## src/rtl/inert_pkg.sv

```systemverilog
// Shared types and command constants for the inertial sensor SPI front end.
package inert_pkg;

    typedef enum logic [3:0] {
        ST_INIT_WAIT = 4'd0,
        ST_CFG1      = 4'd1,
        ST_CFG2      = 4'd2,
        ST_CFG3      = 4'd3,
        ST_CFG_LAST  = 4'd4,
        ST_IDLE      = 4'd5,
        ST_RD_PL     = 4'd6,
        ST_RD_PH     = 4'd7,
        ST_RD_AL     = 4'd8,
        ST_RD_AH     = 4'd9,
        ST_DONE      = 4'd10
    } inert_state_t;

    // Power-up configuration writes: INT1 data-ready enable, accel/gyro 208 Hz, rounding
    localparam logic [15:0] CMD_INT_EN    = 16'h0D02;
    localparam logic [15:0] CMD_ACCEL_ODR = 16'h1053;
    localparam logic [15:0] CMD_GYRO_ODR  = 16'h1150;
    localparam logic [15:0] CMD_ROUNDING  = 16'h1460;

    // Read addresses already carry the read bit (bit 7)
    localparam logic [7:0] ADDR_PITCH_L = 8'hA2;
    localparam logic [7:0] ADDR_PITCH_H = 8'hA3;
    localparam logic [7:0] ADDR_AZ_L    = 8'hAC;
    localparam logic [7:0] ADDR_AZ_H    = 8'hAD;
    localparam logic [7:0] READ_PAD     = 8'h00;

    function automatic logic [15:0] rd_cmd(input logic [7:0] addr);
        return {addr, READ_PAD};
    endfunction

endpackage

```

## src/rtl/spi_mnrch_16.sv

```systemverilog
// 16-bit SPI master (CPOL=1/CPHA=1): MOSI shifts on SCLK fall, MISO sampled on SCLK rise.
module spi_mnrch_16 #(
    parameter int SCLK_DIV_W = 4
) (
    input  logic        clk,
    input  logic        rst_n,
    input  logic        wrt,
    input  logic [15:0] cmd,
    input  logic        MISO,
    output logic        SS_n,
    output logic        SCLK,
    output logic        MOSI,
    output logic        done,
    output logic [15:0] rd_data
);

    localparam logic [SCLK_DIV_W-1:0] DIV_ONES  = {SCLK_DIV_W{1'b1}};
    localparam logic [SCLK_DIV_W-1:0] DIV_RISE  = {1'b0, {(SCLK_DIV_W-1){1'b1}}};
    localparam logic [SCLK_DIV_W-1:0] DIV_PORCH = {1'b1, {(SCLK_DIV_W-1){1'b0}}};

    logic                  active_r;
    logic [SCLK_DIV_W-1:0] div_r;
    logic [4:0]            bit_cnt_r;
    logic [15:0]           shft_r;
    logic                  miso_smpl_r;
    logic                  ss_n_r;
    logic                  done_r;
    logic                  rise_s;
    logic                  fall_s;
    logic                  end_s;

    // SCLK edge decode; the first fall (bit count 0) is skipped so the MSB holds through it
    always_comb begin
        rise_s = active_r && (div_r == DIV_RISE);
        fall_s = active_r && (div_r == DIV_ONES) && (bit_cnt_r != 5'd0) && (bit_cnt_r != 5'd16);
        end_s  = active_r && (div_r == DIV_ONES) && (bit_cnt_r == 5'd16);
    end

    // Transaction engine: front porch, 16 SCLK periods, then SS_n release with done pulse
    always_ff @(posedge clk or negedge rst_n) begin
        if (!rst_n) begin
            active_r    <= 1'b0;
            div_r       <= DIV_ONES;
            bit_cnt_r   <= 5'd0;
            shft_r      <= 16'h0000;
            miso_smpl_r <= 1'b0;
            ss_n_r      <= 1'b1;
            done_r      <= 1'b0;
        end else begin
            done_r <= 1'b0;
            if (!active_r) begin
                if (wrt) begin
                    active_r  <= 1'b1;
                    ss_n_r    <= 1'b0;
                    div_r     <= DIV_PORCH;
                    bit_cnt_r <= 5'd0;
                    shft_r    <= cmd;
                end
            end else if (end_s) begin
                active_r <= 1'b0;
                ss_n_r   <= 1'b1;
                done_r   <= 1'b1;
                shft_r   <= {shft_r[14:0], miso_smpl_r};
            end else begin
                div_r <= div_r + 1'b1;
                if (rise_s) begin
                    miso_smpl_r <= MISO;
                    bit_cnt_r   <= bit_cnt_r + 5'd1;
                end
                if (fall_s) begin
                    shft_r <= {shft_r[14:0], miso_smpl_r};
                end
            end
        end
    end

    assign SS_n    = ss_n_r;
    assign SCLK    = div_r[SCLK_DIV_W-1];
    assign MOSI    = shft_r[15];
    assign done    = done_r;
    assign rd_data = shft_r;

endmodule

```

## src/rtl/inert_sensor_intf.sv

```systemverilog
// Inertial sensor front end: power-up configuration, then pitch-rate/AZ read bursts on INT.
// Optional stale-data detector enabled by defining INERT_STALE_DET_EN.
module inert_sensor_intf import inert_pkg::*; #(
    parameter int INIT_WAIT_W = 16,
    parameter int SCLK_DIV_W  = 4
`ifdef INERT_STALE_DET_EN
    ,
    parameter int STALE_W     = 20
`endif
) (
    input  logic        clk,
    input  logic        rst_n,
    input  logic        INT,
    input  logic        MISO,
    output logic        SS_n,
    output logic        SCLK,
    output logic        MOSI,
    output logic [15:0] ptch_rt,
    output logic [15:0] AZ,
`ifdef INERT_STALE_DET_EN
    output logic        stale,
`endif
    output logic        vld
);

    localparam logic [INIT_WAIT_W-1:0] INIT_ONES = {INIT_WAIT_W{1'b1}};

    inert_state_t           state_r;
    inert_state_t           next_state_s;
    logic                   int_meta_r;
    logic                   int_sync_r;
    logic [INIT_WAIT_W-1:0] init_cnt_r;
    logic                   wrt_s;
    logic [15:0]            cmd_s;
    logic                   done_s;
    logic [15:0]            rd_data_s;
    logic [7:0]             rd_hi_unused_s;
    logic [7:0]             pl_r;
    logic [7:0]             ph_r;
    logic [7:0]             al_r;
    logic [7:0]             ah_r;
    logic [15:0]            ptch_rt_r;
    logic [15:0]            az_r;
    logic                   vld_r;

    spi_mnrch_16 #(
        .SCLK_DIV_W (SCLK_DIV_W)
    ) u_spi (
        .clk     (clk),
        .rst_n   (rst_n),
        .wrt     (wrt_s),
        .cmd     (cmd_s),
        .MISO    (MISO),
        .SS_n    (SS_n),
        .SCLK    (SCLK),
        .MOSI    (MOSI),
        .done    (done_s),
        .rd_data (rd_data_s)
    );

    // Only the received low byte carries register data
    assign rd_hi_unused_s = rd_data_s[15:8];

    // Two-flop synchronizer for the asynchronous data-ready interrupt
    always_ff @(posedge clk or negedge rst_n) begin
        if (!rst_n) begin
            int_meta_r <= 1'b0;
            int_sync_r <= 1'b0;
        end else begin
            int_meta_r <= INT;
            int_sync_r <= int_meta_r;
        end
    end

    // State register and power-up wait counter
    always_ff @(posedge clk or negedge rst_n) begin
        if (!rst_n) begin
            state_r    <= ST_INIT_WAIT;
            init_cnt_r <= {INIT_WAIT_W{1'b0}};
        end else begin
            state_r <= next_state_s;
            if (state_r == ST_INIT_WAIT) begin
                init_cnt_r <= init_cnt_r + 1'b1;
            end
        end
    end

    // Next-state and SPI command issue; each transfer is launched on the previous one's done
    always_comb begin
        next_state_s = state_r;
        wrt_s        = 1'b0;
        cmd_s        = 16'h0000;
        case (state_r)
            ST_INIT_WAIT: begin
                if (init_cnt_r == INIT_ONES) begin
                    wrt_s        = 1'b1;
                    cmd_s        = CMD_INT_EN;
                    next_state_s = ST_CFG1;
                end else begin
                    next_state_s = ST_INIT_WAIT;
                end
            end
            ST_CFG1: begin
                if (done_s) begin
                    wrt_s        = 1'b1;
                    cmd_s        = CMD_ACCEL_ODR;
                    next_state_s = ST_CFG2;
                end else begin
                    next_state_s = ST_CFG1;
                end
            end
            ST_CFG2: begin
                if (done_s) begin
                    wrt_s        = 1'b1;
                    cmd_s        = CMD_GYRO_ODR;
                    next_state_s = ST_CFG3;
                end else begin
                    next_state_s = ST_CFG2;
                end
            end
            ST_CFG3: begin
                if (done_s) begin
                    wrt_s        = 1'b1;
                    cmd_s        = CMD_ROUNDING;
                    next_state_s = ST_CFG_LAST;
                end else begin
                    next_state_s = ST_CFG3;
                end
            end
            ST_CFG_LAST: begin
                if (done_s) begin
                    next_state_s = ST_IDLE;
                end else begin
                    next_state_s = ST_CFG_LAST;
                end
            end
            ST_IDLE: begin
                // Level-sensitive: a still-asserted INT starts the next burst at once
                if (int_sync_r) begin
                    wrt_s        = 1'b1;
                    cmd_s        = rd_cmd(ADDR_PITCH_L);
                    next_state_s = ST_RD_PL;
                end else begin
                    next_state_s = ST_IDLE;
                end
            end
            ST_RD_PL: begin
                if (done_s) begin
                    wrt_s        = 1'b1;
                    cmd_s        = rd_cmd(ADDR_PITCH_H);
                    next_state_s = ST_RD_PH;
                end else begin
                    next_state_s = ST_RD_PL;
                end
            end
            ST_RD_PH: begin
                if (done_s) begin
                    wrt_s        = 1'b1;
                    cmd_s        = rd_cmd(ADDR_AZ_L);
                    next_state_s = ST_RD_AL;
                end else begin
                    next_state_s = ST_RD_PH;
                end
            end
            ST_RD_AL: begin
                if (done_s) begin
                    wrt_s        = 1'b1;
                    cmd_s        = rd_cmd(ADDR_AZ_H);
                    next_state_s = ST_RD_AH;
                end else begin
                    next_state_s = ST_RD_AL;
                end
            end
            ST_RD_AH: begin
                if (done_s) begin
                    next_state_s = ST_DONE;
                end else begin
                    next_state_s = ST_RD_AH;
                end
            end
            ST_DONE: begin
                next_state_s = ST_IDLE;
            end
            default: begin
                next_state_s = ST_INIT_WAIT;
            end
        endcase
    end

    // Holding bytes captured as each read completes
    always_ff @(posedge clk or negedge rst_n) begin
        if (!rst_n) begin
            pl_r <= 8'h00;
            ph_r <= 8'h00;
            al_r <= 8'h00;
            ah_r <= 8'h00;
        end else if (done_s) begin
            case (state_r)
                ST_RD_PL: pl_r <= rd_data_s[7:0];
                ST_RD_PH: ph_r <= rd_data_s[7:0];
                ST_RD_AL: al_r <= rd_data_s[7:0];
                ST_RD_AH: ah_r <= rd_data_s[7:0];
                default:  pl_r <= pl_r;
            endcase
        end
    end

    // Both words update together from one burst, with vld in the same cycle
    always_ff @(posedge clk or negedge rst_n) begin
        if (!rst_n) begin
            ptch_rt_r <= 16'h0000;
            az_r      <= 16'h0000;
            vld_r     <= 1'b0;
        end else begin
            vld_r <= (state_r == ST_DONE);
            if (state_r == ST_DONE) begin
                ptch_rt_r <= {ph_r, pl_r};
                az_r      <= {ah_r, al_r};
            end
        end
    end

    assign ptch_rt = ptch_rt_r;
    assign AZ      = az_r;
    assign vld     = vld_r;

`ifdef INERT_STALE_DET_EN
    localparam logic [STALE_W-1:0] STALE_ONES = {STALE_W{1'b1}};

    logic [STALE_W-1:0] stale_cnt_r;
    logic               stale_r;

    // Idle-time counter; cleared as a burst publishes so stale drops on the vld cycle
    always_ff @(posedge clk or negedge rst_n) begin
        if (!rst_n) begin
            stale_cnt_r <= {STALE_W{1'b0}};
            stale_r     <= 1'b0;
        end else if (state_r == ST_DONE) begin
            stale_cnt_r <= {STALE_W{1'b0}};
            stale_r     <= 1'b0;
        end else if (state_r == ST_IDLE) begin
            if (stale_cnt_r == STALE_ONES) begin
                stale_r <= 1'b1;
            end else begin
                stale_cnt_r <= stale_cnt_r + 1'b1;
            end
        end
    end

    assign stale = stale_r;
`endif

endmodule
```

## config.mk

```make
export PLATFORM = sky130hd
export DESIGN_NAME = inert_sensor_intf
export DESIGN_NICKNAME = d
export VERILOG_FILES = /design/src/rtl/inert_pkg.sv /design/src/rtl/spi_mnrch_16.sv /design/src/rtl/inert_sensor_intf.sv
export SDC_FILE = /design/constraint.sdc
export NUM_CORES = 1
export LEC_CHECK = 0
export ABC_AREA = 1
export BUFFER_PORTS_ARGS = -buffer_cell sky130_fd_sc_hd__buf_2
export CORE_MARGIN = 5
export CORE_UTILIZATION = 64
export DETAILED_ROUTE_END_ITERATION = 6
export PLACE_DENSITY = 0.94
export SKIP_LAST_GASP = 1
export SLEW_MARGIN = 10
export SYNTH_ARGS = -nofsm -noshare
export SYNTH_HDL_FRONTEND = slang
export SYNTH_HIERARCHICAL = 1
export SYNTH_SLANG_ARGS = --single-unit
```

## constraint.sdc

```tcl
create_clock -name clk -period 4.45 [get_ports clk]
set_input_delay 0.445 -clock clk [delete_from_list [all_inputs] [get_ports clk]]
set_output_delay 0.445 -clock clk [all_outputs]
set_load 0.1 [all_outputs]
```

# After elaboration in Yosys (flattened, before gate mapping)
# Cells that the tools add are included.
[word_totals]
out_inout_bits = 36
word_cells = 102
input_bits = 4
ff_bits = 116
[classes]
n_reduce_logical = 18
mux = 43
addsub = 3
n_bitwise = 1
eq_ne = 19
[op_table]
columns = ["operator", "n"]
rows = [
  ["$mux 16", 8],
  ["$pmux 16 s8", 1],
  ["$pmux 4 s11", 1],
  ["$mux 13", 3],
  ["$eq 4x3->1 const B", 5],
  ["$mux 5", 4],
  ["$add 16x1->16 const B", 1],
  ["$eq 16x16->1 const B", 1],
  ["$eq 4x4->1 const B", 4],
  ["$mux 1", 16],
  ["$mux 4", 4],
  ["$reduce_and 2->1", 7],
  ["$mux 12", 1],
  ["$eq 4x2->1 const B", 2],
  ["$mux 2", 3],
  ["$ne 2x2->1 const B", 3],
  ["$reduce_and 3->1", 2],
  ["$reduce_or 6->1", 1],
  ["$add 5x1->5 const B", 1],
  ["$eq 5x5->1 const B", 1],
  ["$logic_and 1x1->1", 5],
  ["$ne 5x5->1 const B", 1],
  ["$reduce_bool 5->1", 1],
  ["$add 4x1->4 const B", 1],
  ["7 further kinds", 7],
]

# Logic depth before layout (Yosys ltp)
# Gate-level depths: netlist of run 1.
[depth]
ltp_word = 7
mapped_depth = 13
depth_no_buf = 12

# Hierarchy
# The synthesis of run 1 kept the hierarchy.
[modules_own_cells]
columns = ["module", "cells_each", "area_per_inst_um2", "seq_area_each_um2", "n_inst"]
rows = [
  ["inert_sensor_intf", 433, 3788.6, 2177.1, 1],
  ["spi_mnrch_16", 202, 1531.5, 732.0, 1],
]

# Least setup slack after synthesis of run 1
# Ideal clock, no wire load.
[synth_path]
kind = "flip-flop to flip-flop"
start = "reg u_spi.div_r[3]"
end = "reg u_spi.shft_r[7], in the netlist u_spi/rd_data[7]"
path_buffers = 1
setup_slack_ns = 2.692
required_time_ns = 4.333
t_arrival_ns = 1.642
synth_period_minus_slack_ns = 1.758
setup_ns = 0.117
path_stages_with_launch = 9
path_cell_list = "dfstp_2 > inv_1 > nor2_1 > nand2_2 > nand2_4 > nand2_4 > buf_6 > nand2_1 > nand2_1"
[synth_via]
elab_chain_len = 6
word_cells_on_any_way = 9
cone_classes = "2 x eq/ne; 2 x mux; 5 x reduce/logical"
[synth_rtl]
columns = ["item", "line_no", "rtl"]
rows = [
  ["from (decl)", "spi_mnrch_16.sv:22", "logic [SCLK_DIV_W-1:0] div_r;"],
  ["from (signal assigned)", "spi_mnrch_16.sv:65", "div_r <= div_r + 1'b1;"],
  ["$eq 4x4->1 (*)", "spi_mnrch_16.sv:35, spi_mnrch_16.sv:36", ""],
  ["$logic_and 1x1->1 (*)", "spi_mnrch_16.sv:35, spi_mnrch_16.sv:36", ""],
  ["$logic_and 1x1->1 (2 in a row)", "spi_mnrch_16.sv:35", "fall_s = active_r && (div_r == DIV_ONES) && (bit_cnt_r != 5'd0) && (bit_cnt_r != 5'd16);"],
  ["$ne 3x3->1 (no source line)", "-", ""],
  ["$reduce_and 2->1 (no source line)", "-", ""],
  ["to (signal assigned)", "spi_mnrch_16.sv:57", "shft_r <= cmd;"],
  ["to (signal assigned)", "spi_mnrch_16.sv:63", "shft_r <= {shft_r[14:0], miso_smpl_r};"],
  ["to (signal assigned)", "spi_mnrch_16.sv:71", "shft_r <= {shft_r[14:0], miso_smpl_r};"],
  ["to (decl)", "spi_mnrch_16.sv:24", "logic [15:0] shft_r;"],
]
# Every way passes the cells marked *; elsewhere a longest branch is shown, timed or not.
# A chain may end at the register's enable or synchronous reset.

# Final worst setup path of run 1
[layout_path]
start = "reg state_r[2]"
end = "reg u_spi.shft_r[3], in the netlist u_spi/rd_data[3]"
[layout_via]
elab_chain_len = 5
word_cells_on_any_way = 15
cone_classes = "7 x eq/ne; 4 x mux; 4 x reduce/logical"
[layout_rtl]
columns = ["item", "line_no", "rtl"]
rows = [
  ["from (decl)", "inert_sensor_intf.sv:28", "inert_state_t state_r;"],
  ["from (signal assigned)", "inert_sensor_intf.sv:81", "state_r <= next_state_s;"],
  ["$eq 4x4->1, or another cell as far along", "inert_sensor_intf.sv:93", "case (state_r)"],
  ["$reduce_or 6->1 (no source line)", "-", ""],
  ["$pmux 1 s3 (*)", "inert_sensor_intf.sv:93", ""],
  ["net wrt_s", "inert_sensor_intf.sv:33", "logic wrt_s;"],
  ["$reduce_bool 2->1 (no source line) (*)", "-", ""],
  ["$reduce_and 2->1 (no source line) (*)", "-", ""],
]
# Mark *: on every way through the listed nets, which the timed path passes. The rest lies on a longest branch. The select of a mux whose other input is x is not followed.

==> impl_metrics.py, run 1 <==
metrics = {
    "status": {
        "status": "finished, violations left",
        "violations": "design-rule violations",
    },
    "layout": {
        "drive_gt1_share_pct": 17.6,
        "area.growth.synth_to_final_pct": 16.2,
        "diodes": 0,
        "final_area_sq_um": 6170,
        "fin_util_pct": 75.9,
        "nets": 688,
        "layout_common_cells": "nand2_1, dfrtp_1, inv_1",
        "mostFrequentLayoutCell": "nand2_1",
    },
    "timing": {
        "finalSetupViolations": 0,
        "fin_skew_ns": 0.0141,
        "period_needed_ns": 2.68,
        "slew_headroom_pct": 25.8,
        "fmax_mhz": 373,
        "grt_setup_unrepaired": "false",
        "post-route-period-util_pct": 60.2,
        "worst_slew_pin_slew_ns": 1.11,
        "maxSlewViolCount": 0,
        "fin_ws_ns": 1.77,
        "fin_tns_setup_ns": 0,
        "timing.hold.ws_ns": 0.0232,
        "hold_viol": 0,
    },
    "clock_network": {
        "cts_tree": "done",
        "clk_latency_ns": 0.53,
        "htree_levels": 4,
        "cts_resized": 0,
        "cts.clk_slew.worst_paths_ns": 0.06,
        "postCtsSetupBuffers": 0,
        "cts_hold_buf": 0,
        "clk_path_buf_depth": 2,
        "cts_buffers": 17,
        "clock-sinks": 116,
        "cts_root_buffer": "clkbuf_8",
    },
    "routing": {
        "num_vias": 4805,
        "wl_per_cell_microns": 17.9,
        "wirelength_mm": 14.3,
        "vias_per_cell": 6.02,
        "ant_nets": 0,
        "remaining_drc_errors": 5,
        "dr.pass1.iters": 7,
        "drt_iter0_drc": 558,
    },
    "placement": {
        "gp_congestion": 0.906,
        "dp_hpwl_mm": 7.72,
        "portBuffers": 39,
        "placed_area_sq_um": 5560,
        "dp_slack_ns": 2.04,
    },
    "global_routing": {
        "grt_pass1_wl_mm": 23.3,
        "overflow": 0,
        "grt_max_degree": 91,
        "grt_pass1_vias": 4611,
        "gr-usage-all-layers_pct": 29.9,
        "grt_antenna_before_repair": 0,
    },
    "critical_path": {
        "cpMostUsedCell": "nand2_1",
        "cp_max_fo": 18,
        "cp.required_ns": 4.85,
        "worstPathArrival_ns": 3.08,
        "timing.rr.start": "state_r[2]",
        "crit_path_max_incr_delay_ns": 0.51,
        "cp_slowest_cell": "nand3_1",
        "cp_cell_sequence": "inv_2 -> nor2_1 -> nand3_1 -> nand2_1 -> nor2_1 -> nand3_1 -> inv_1 -> nand2_2 -> nand2_4 -> nand2_1 -> nand2_1",
        "critPathKind": "reg -> reg",
        "start_kind": "register",
        "startpoint": "state_r[2]",
        "worstSetupEndpointType": "register",
    },
    "power": {
        "p_comb_share_pct": 0.9,
        "p_int_mw": 1.95,
        "seqPwrFrac_pct": 42.3,
        "p_leak_nw": 3.23,
        "p_per_area_nw_per_um2": 404,
        "ir_worst_vdd_mv": 0.253,
        "switching_share_pct": 21.9,
        "clkPwrFrac_pct": 56.7,
        "p_sw_uw": 547,
    },
    "floorplan": {
        "core_area_sq_um": 8130,
        "start_util_pct": 65.3,
        "ioPinCount": 40,
        "fp.dieH_microns": 101,
        "fp-row-count": 33,
        "die_x_microns": 101,
        "dieArea_sq_um": 10200,
    },
    "hold_path": {
        "min_from": "INT",
        "hold_path_class": "in -> reg",
    },
    "flow_run": {
        "cap_violations": 0,
    },
    "synth": {
        "syn-cell-area_sq_um": 5310,
        "syn_avg_cell_area_sq_um": 8.38,
        "yosysWarnings": 6,
        "syn_inst": 634,
    },
}
==> area by class of cell <==
type,count,area (sq um)
Fill cell,470,1960
Multi-Input combinational cell,438,2050
Clock buffer,19,442
Sequential cell,116,2910
Inverter,65,244
Timing Repair Buffer,42,220
Clock inverter,13,171
Tap cell,105,131
==> worst max-delay path: cells and delay by family, from the launching register on <==
| kind | cells | cell delay [ns] |
|---|---|---|
| buf+inv | 2 | 0.13 |
| simple gates | 9 | 2.02 |
| flops | 1 | 0.39 |
==> layer usage <==
layer	wire, microns	GRT usage, %
met3	1330	7.96
met4	821	17.5
met2	7040	50.4
met1	5060	34.3
met5	0	0
==> power groups by stage <==
stage	registers (mW)	clock network (mW)	logic [mW]
after floorplan	1.08	0	0.00180
after global placement	1.08	0	0.0237
after detailed placement	1.08	0	0.0244
after CTS	1.06	1.42	0.0247
after global routing	1.06	1.47	0.0288
final	1.06	1.42	0.0236
==> worst paths after layout <==
check                                   endpoint  depth (start not counted)  slack (ns)
worst max-delay path            u_spi/rd_data[3]                         11        1.77
worst min-delay path                  int_meta_r                          1        0.02
worst max register to register  u_spi/rd_data[3]                         11        1.77
worst min register to register        int_sync_r                          0        0.36
max in group asynchronous         u_spi/div_r[1]                          2        3.29
min in group asynchronous             ptch_rt[8]                          1        0.13
==> metrics by stage <==
stage	power (mW)	std cells
2_1_floorplan	1.08	637
3_3_place_gp	1.10	766
3_5_place_dp	1.10	766
4_1_cts	2.50	798
5_1_grt	2.55	798
6_report	2.50	798
==> sequential cells by signal, indices dropped and copies added (netlist names), 5 cells and up <==
signal	flops
ph_r	8
init_cnt_r	16
ptch_rt	16
ah_r	8
al_r	8
pl_r	8
AZ	16
u_spi/rd_data	16
u_spi/bit_cnt_r	5
No activity file was read; power rests on OpenSTA's default activity.
==> run 2: changes to the inputs <==
--- a/config.mk
+++ b/config.mk
@@ -5,12 +5,12 @@
 export SDC_FILE = /design/constraint.sdc
 export NUM_CORES = 1
 export LEC_CHECK = 0
-export ABC_AREA = 1
+export ABC_AREA = 0
 export BUFFER_PORTS_ARGS = -buffer_cell sky130_fd_sc_hd__buf_2
 export CORE_MARGIN = 5
-export CORE_UTILIZATION = 64
+export CORE_UTILIZATION = 54
 export DETAILED_ROUTE_END_ITERATION = 6
-export PLACE_DENSITY = 0.94
+export PLACE_DENSITY = 0.86
 export SKIP_LAST_GASP = 1
 export SLEW_MARGIN = 10
 export SYNTH_ARGS = -nofsm -noshare
==> constraint.sdc (replaced) <==
create_clock -name clk -period 2.2 [get_ports clk]
set_input_delay 0.22 -clock clk [delete_from_list [all_inputs] [get_ports clk]]
set_output_delay 0.22 -clock clk [all_outputs]
set_load 0.1 [all_outputs]
==> impl_metrics.py, run 2 <==
metrics = {
    "power": {
        "p_per_area_nw_per_um2": 796,
        "p_leak_nw": 3.17,
        "ir_worst_vdd_mv": 0.640,
    },
    "timing": {
        "fin_skew_ns": 0.0140,
        "period_needed_ns": 2.11,
        "finalSetupViolations": 0,
        "fin_tns_setup_ns": 0,
        "fin_ws_ns": 0.0890,
        "maxSlewViolCount": 0,
        "worst_slew_pin_slew_ns": 0.690,
        "grt_setup_unrepaired": "false",
        "slew_headroom_pct": 54.0,
        "hold_viol": 0,
        "post-route-period-util_pct": 96.0,
        "fmax_mhz": 474,
    },
    "clock_network": {
        "clk_latency_ns": 0.52,
        "htree_levels": 4,
        "clock-sinks": 116,
        "cts_tree": "done",
        "clk_path_buf_depth": 2,
        "cts.clk_slew.worst_paths_ns": 0.06,
        "cts_root_buffer": "clkbuf_8",
        "cts_buffers": 17,
    },
    "floorplan": {
        "dieArea_sq_um": 11600,
        "core_area_sq_um": 9280,
        "fp.dieH_microns": 108,
        "start_util_pct": 55.4,
        "die_x_microns": 108,
        "ioPinCount": 40,
        "fp-row-count": 35,
    },
    "critical_path": {
        "timing.rr.start": "state_r[3]",
        "startpoint": "state_r[3]",
        "start_kind": "register",
        "cp_max_fo": 13,
        "worstSetupEndpointType": "register",
        "cp.required_ns": 2.60,
        "critPathKind": "reg -> reg",
        "worstPathArrival_ns": 2.51,
    },
    "global_routing": {
        "grt_antenna_before_repair": 0,
        "gr-usage-all-layers_pct": 20.1,
        "grt_pass1_vias": 3513,
        "grt_max_degree": 55,
        "grt_pass1_wl_mm": 17.9,
        "overflow": 0,
    },
    "placement": {
        "dp_slack_ns": 0.0367,
        "portBuffers": 39,
        "gp_congestion": 0.897,
        "dp_hpwl_mm": 6.63,
    },
    "layout": {
        "seq_area_sq_um": 2910,
        "diodes": 0,
        "mostFrequentLayoutCell": "dfrtp_1",
        "area.growth.synth_to_final_pct": 21.6,
        "layout_common_cells": "dfrtp_1, mux2_2, buf_2",
        "drive_gt1_share_pct": 44.9,
        "multi_input_area_sq_um": 2150,
        "nets": 452,
        "nFillCells": 630,
        "fin_util_pct": 67.4,
    },
    "routing": {
        "vias_per_cell": 5.57,
        "wirelength_mm": 10.8,
        "dr.pass1.iters": 4,
        "num_vias": 3265,
        "wl_per_cell_microns": 18.5,
        "drt_iter0_drc": 192,
        "ant_nets": 0,
        "remaining_drc_errors": 0,
    },
    "synth": {
        "syn_avg_cell_area_sq_um": 13.7,
        "syn-cell-area_sq_um": 5150,
        "yosysWarnings": 6,
        "syn_inst": 377,
    },
    "flow_run": {
        "cap_violations": 0,
    },
    "hold_path": {
        "hold_path_class": "in -> async",
    },
    "status": {
        "status": "finished clean",
    },
}
==> run 2: worst max-delay path, cell delays in order, from the launching register on <==
cell,delay [ns]
dfrtp_1,0.44
or3b_2,0.47
a21oi_1,0.13
o21ai_0,0.14
nand3_4,0.12
nand2b_4,0.07
o21ai_4,0.08
buf_12,0.17
mux2_2,0.36
==> run 2: through the flow <==
step                      std cells  power, mW  hold WS, ns  instance area (sq um)
final                           586       4.98        0.298                   6260
after global routing            586       5.13        0.348                   6260
after CTS                       584       5.01        0.299                   6230
after detailed placement        549       2.23        0.304                   5600
after global placement          549       2.23        0.296                   5600
after floorplan                 380       2.18      -0.0756                   5190
==> run 2: routing by layer <==
metal,vias up,share of wire (%),GRT usage [%]
met5,-,0,0
met1,1661,41,24.1
met2,91,52,34.3
met4,0,2.4,8.30
li1,1488,-,-
met3,25,4.1,5.22
==> run 2: path summary, 6_finish.rpt <==
check | end | slack (ns) | cells past startpoint
setup / recovery | u_spi/rd_data[4] | 0.09 | 8
hold / removal | ptch_rt[14] | 0.30 | 2
setup reg to reg | u_spi/rd_data[4] | 0.09 | 8
hold reg to reg | int_sync_r | 0.36 | 0
max in group asynchronous | u_spi/div_r[0] | 1.21 | 3
min in group clk | int_meta_r | 0.35 | 2
==> run 2: power by group <==
part / internal (mW) / switching [mW] / leakage (nW)
sequential: 2.14 / 0.000808 / 1.58
clock: 1.66 / 1.12 / 0.288
combinational: 0.0160 / 0.0443 / 1.30
total: 3.82 / 1.16 / 3.17
==> run 2: timing repair <==
item,4_1_cts,5_1_grt
gates resized for setup,0,0
setup buffers,0,2
hold buffers,3,0
hold endpoints to repair,54,0
endpoints found under the setup margin,0,15
==> run 2: area by class of cell <==
cell class,instances,share of cell area (%)
clock buffers,17,6.62
clock inverters,15,2.94
inverters,5,0.300
multi-input cells,243,34.4
flip-flops and latches,116,46.5
well taps,129,2.58
repair buffers,61,6.72
==> run 3: changes to the inputs <==
--- a/config.mk
+++ b/config.mk
@@ -11,9 +11,9 @@
 export CORE_UTILIZATION = 54
 export DETAILED_ROUTE_END_ITERATION = 6
 export PLACE_DENSITY = 0.86
+export SKIP_CTS_REPAIR_TIMING = 1
 export SKIP_LAST_GASP = 1
 export SLEW_MARGIN = 10
 export SYNTH_ARGS = -nofsm -noshare
 export SYNTH_HDL_FRONTEND = slang
-export SYNTH_HIERARCHICAL = 1
 export SYNTH_SLANG_ARGS = --single-unit
==> impl_metrics.py, run 3 <==
metrics = {
    "status": {
        "status": "finished clean",
    },
    "power": {
        "ir_worst_vdd_mv": 0.552,
        "p_leak_nw": 3.01,
        "switching_share_pct": 21.7,
        "p_per_area_nw_per_um2": 829,
        "p_int_mw": 4.02,
        "p_sw_mw": 1.11,
        "clkPwrFrac_pct": 57.3,
        "seqPwrFrac_pct": 41.7,
        "p_comb_share_pct": 1.1,
    },
    "floorplan": {
        "dieArea_sq_um": 11400,
        "die_x_microns": 107,
        "core_area_sq_um": 9150,
        "fp-row-count": 35,
        "fp.dieH_microns": 107,
        "ioPinCount": 40,
        "start_util_pct": 55.1,
    },
    "global_routing": {
        "grt_pass1_wl_mm": 19.2,
        "grt_antenna_before_repair": 0,
        "grt_max_degree": 47,
        "gr-usage-all-layers_pct": 21.6,
        "grt_pass1_vias": 3718,
        "overflow": 0,
    },
    "synth": {
        "syn_nets": 401,
        "synth_cell_type_count": 53,
        "synthTopCellsByArea": "dfrtp_1, mux2_2, dfstp_2",
        "synth_edf_count": 0,
        "yosys-top-cells-count": "dfrtp_1, mux2_2, nand2_1",
        "seq_area_frac_synth_pct": 57.7,
        "synth-simple-area-share_pct": 9.48,
        "yosysWarnings": 0,
        "synthXorXnorAreaFrac_pct": 3.13,
        "syn_avg_cell_area_sq_um": 12.8,
        "synth_async_sr_flop_share_pct": 100,
        "synth_fa_ha_area_share_pct": 0.993,
        "synth_top_family_by_area": "multiplexers",
        "ys_seq_elements": 116,
        "synth_mux_area_share_pct": 18.5,
        "synth_top_area_share_pct": 55.1,
        "synth_compound_area_share_pct": 7.00,
        "syn-cell-area_sq_um": 5040,
        "netlist.top_cell.by_area": "dfrtp_1",
        "ys.flop_type": "dfrtp_1",
        "yosysMostFrequentCell": "dfrtp_1",
        "syn_inst": 393,
    },
    "clock_network": {
        "clock-sinks": 116,
        "cts_buffers": 17,
        "cts_tree": "done",
        "cts.clk_slew.worst_paths_ns": 0.06,
        "cts_root_buffer": "clkbuf_8",
        "clk_latency_ns": 0.52,
        "htree_levels": 4,
        "clk_path_buf_depth": 2,
    },
    "critical_path": {
        "worstSetupEndpointType": "register",
        "reg2reg_depth": 6,
        "critPathKind": "reg -> reg",
        "cp_max_fo": 9,
        "crit_path_max_incr_delay_ns": 0.71,
        "start_kind": "register",
        "cp_cell_sequence": "or4b_2 -> a21oi_4 -> buf_4 -> a211oi_1 -> a221oi_1 -> a21oi_1",
        "worstPathArrival_ns": 2.55,
        "cp_slowest_cell": "or4b_2",
        "cp.required_ns": 2.57,
    },
    "hold_path": {
        "hold_path_class": "in -> async",
    },
    "routing": {
        "vias_per_cell": 6.08,
        "num_vias": 3579,
        "drt_iter0_drc": 293,
        "wl_per_cell_microns": 19.8,
        "ant_nets": 0,
        "remaining_drc_errors": 0,
        "top_layer": "met4",
        "wl_met3_microns": 601,
        "wl_met1_mm": 4.62,
        "wirelength_mm": 11.7,
        "dr.pass1.iters": 5,
        "wl_met2_mm": 6.09,
    },
    "layout": {
        "fin_util_pct": 67.6,
        "final_area_sq_um": 6190,
        "mostFrequentLayoutCell": "dfrtp_1",
        "finalNonFillerCells": 589,
        "diodes": 0,
        "layout_common_cells": "dfrtp_1, mux2_2, buf_2",
        "drive_gt1_share_pct": 39.1,
        "area.growth.synth_to_final_pct": 22.8,
        "nets": 473,
    },
    "timing": {
        "slew_headroom_pct": 63.1,
        "fin_skew_ns": 0.00768,
        "period_needed_ns": 2.18,
        "worst_slew_pin_slew_ns": 0.549,
        "post-route-period-util_pct": 98.9,
        "finalSetupViolations": 0,
        "maxSlewViolCount": 0,
        "hold_viol": 0,
        "fmax_mhz": 459,
    },
    "flow_run": {
        "cap_violations": 0,
    },
    "placement": {
        "dp_hpwl_mm": 6.94,
        "gp_congestion": 0.975,
        "portBuffers": 39,
        "placed_area_sq_um": 5490,
        "dp_cells": 552,
    },
}
run 3: power groups by stage:
stage / Sequential (mW) / Clock (mW) / Combinational [mW]
final: 2.14 / 2.94 / 0.0552
after floorplan: 2.18 / 0 / 0.000114
after global placement: 2.18 / 0 / 0.0505
after global routing: 2.14 / 3.06 / 0.0645
after CTS: 2.14 / 2.97 / 0.0535
after detailed placement: 2.18 / 0 / 0.0526
run 3: per-layer routing:
layer  global-route usage, %  vias up
met1                    26.5     1829
met2                    37.5      157
met4                    7.76        0
met3                    4.82       56
li1                        -     1537
met5                       0        -
run 3: worst paths after layout:
| kind | startpoint | end | slack [ns] |
|---|---|---|---|
| min in group clk | INT | int_meta_r | 0.35 |
| max in group asynchronous | rst_n | u_spi.div_r[0] | 1.31 |
| max reg2reg | state_r[0] | u_spi.rd_data[1] | 0.02 |
| min reg2reg | int_meta_r | int_sync_r | 0.35 |
| min | rst_n | AZ[5] | 0.19 |
| max | state_r[0] | u_spi.rd_data[1] | 0.02 |
run 3: cell families after synthesis:
group,Yosys count
adders and majority gates,4
muxes,83
AOI/OAI and AO/OA,48
xor gates and xnor gates,18
DFF,116
and+or+nand+nor,91
buffers and inverters,33
run 3: worst max-delay path, delay by kind of cell, from the launching register on:
family	cells	cell delay, ns
simple gates	1	0.71
buf+inv	1	0.15
compound gates	4	0.70
flops	1	0.47
run 3: final cells by class:
cell class / instances / area (sq um)
clock buffers: 17 / 414
clock inverters: 15 / 216
fillers: 575 / 2960
inverters: 17 / 63.8
multi-input cells: 244 / 1990
flip-flops and latches: 116 / 2910
well taps: 111 / 139
repair buffers: 69 / 447
run 3: metrics by stage:
stage	power, mW	TNS, ns	setup slack, ns	hold WS, ns
4_1_cts	5.16	-0.0290	-0.0147	-0.421
3_3_place_gp	2.23	0	0.151	0.122
6_report	5.13	0	0.0236	0.187
3_5_place_dp	2.23	0	0.0616	0.129
5_1_grt	5.26	-0.0211	-0.0186	0.185
2_1_floorplan	2.18	-0.158	-0.0527	-0.0756
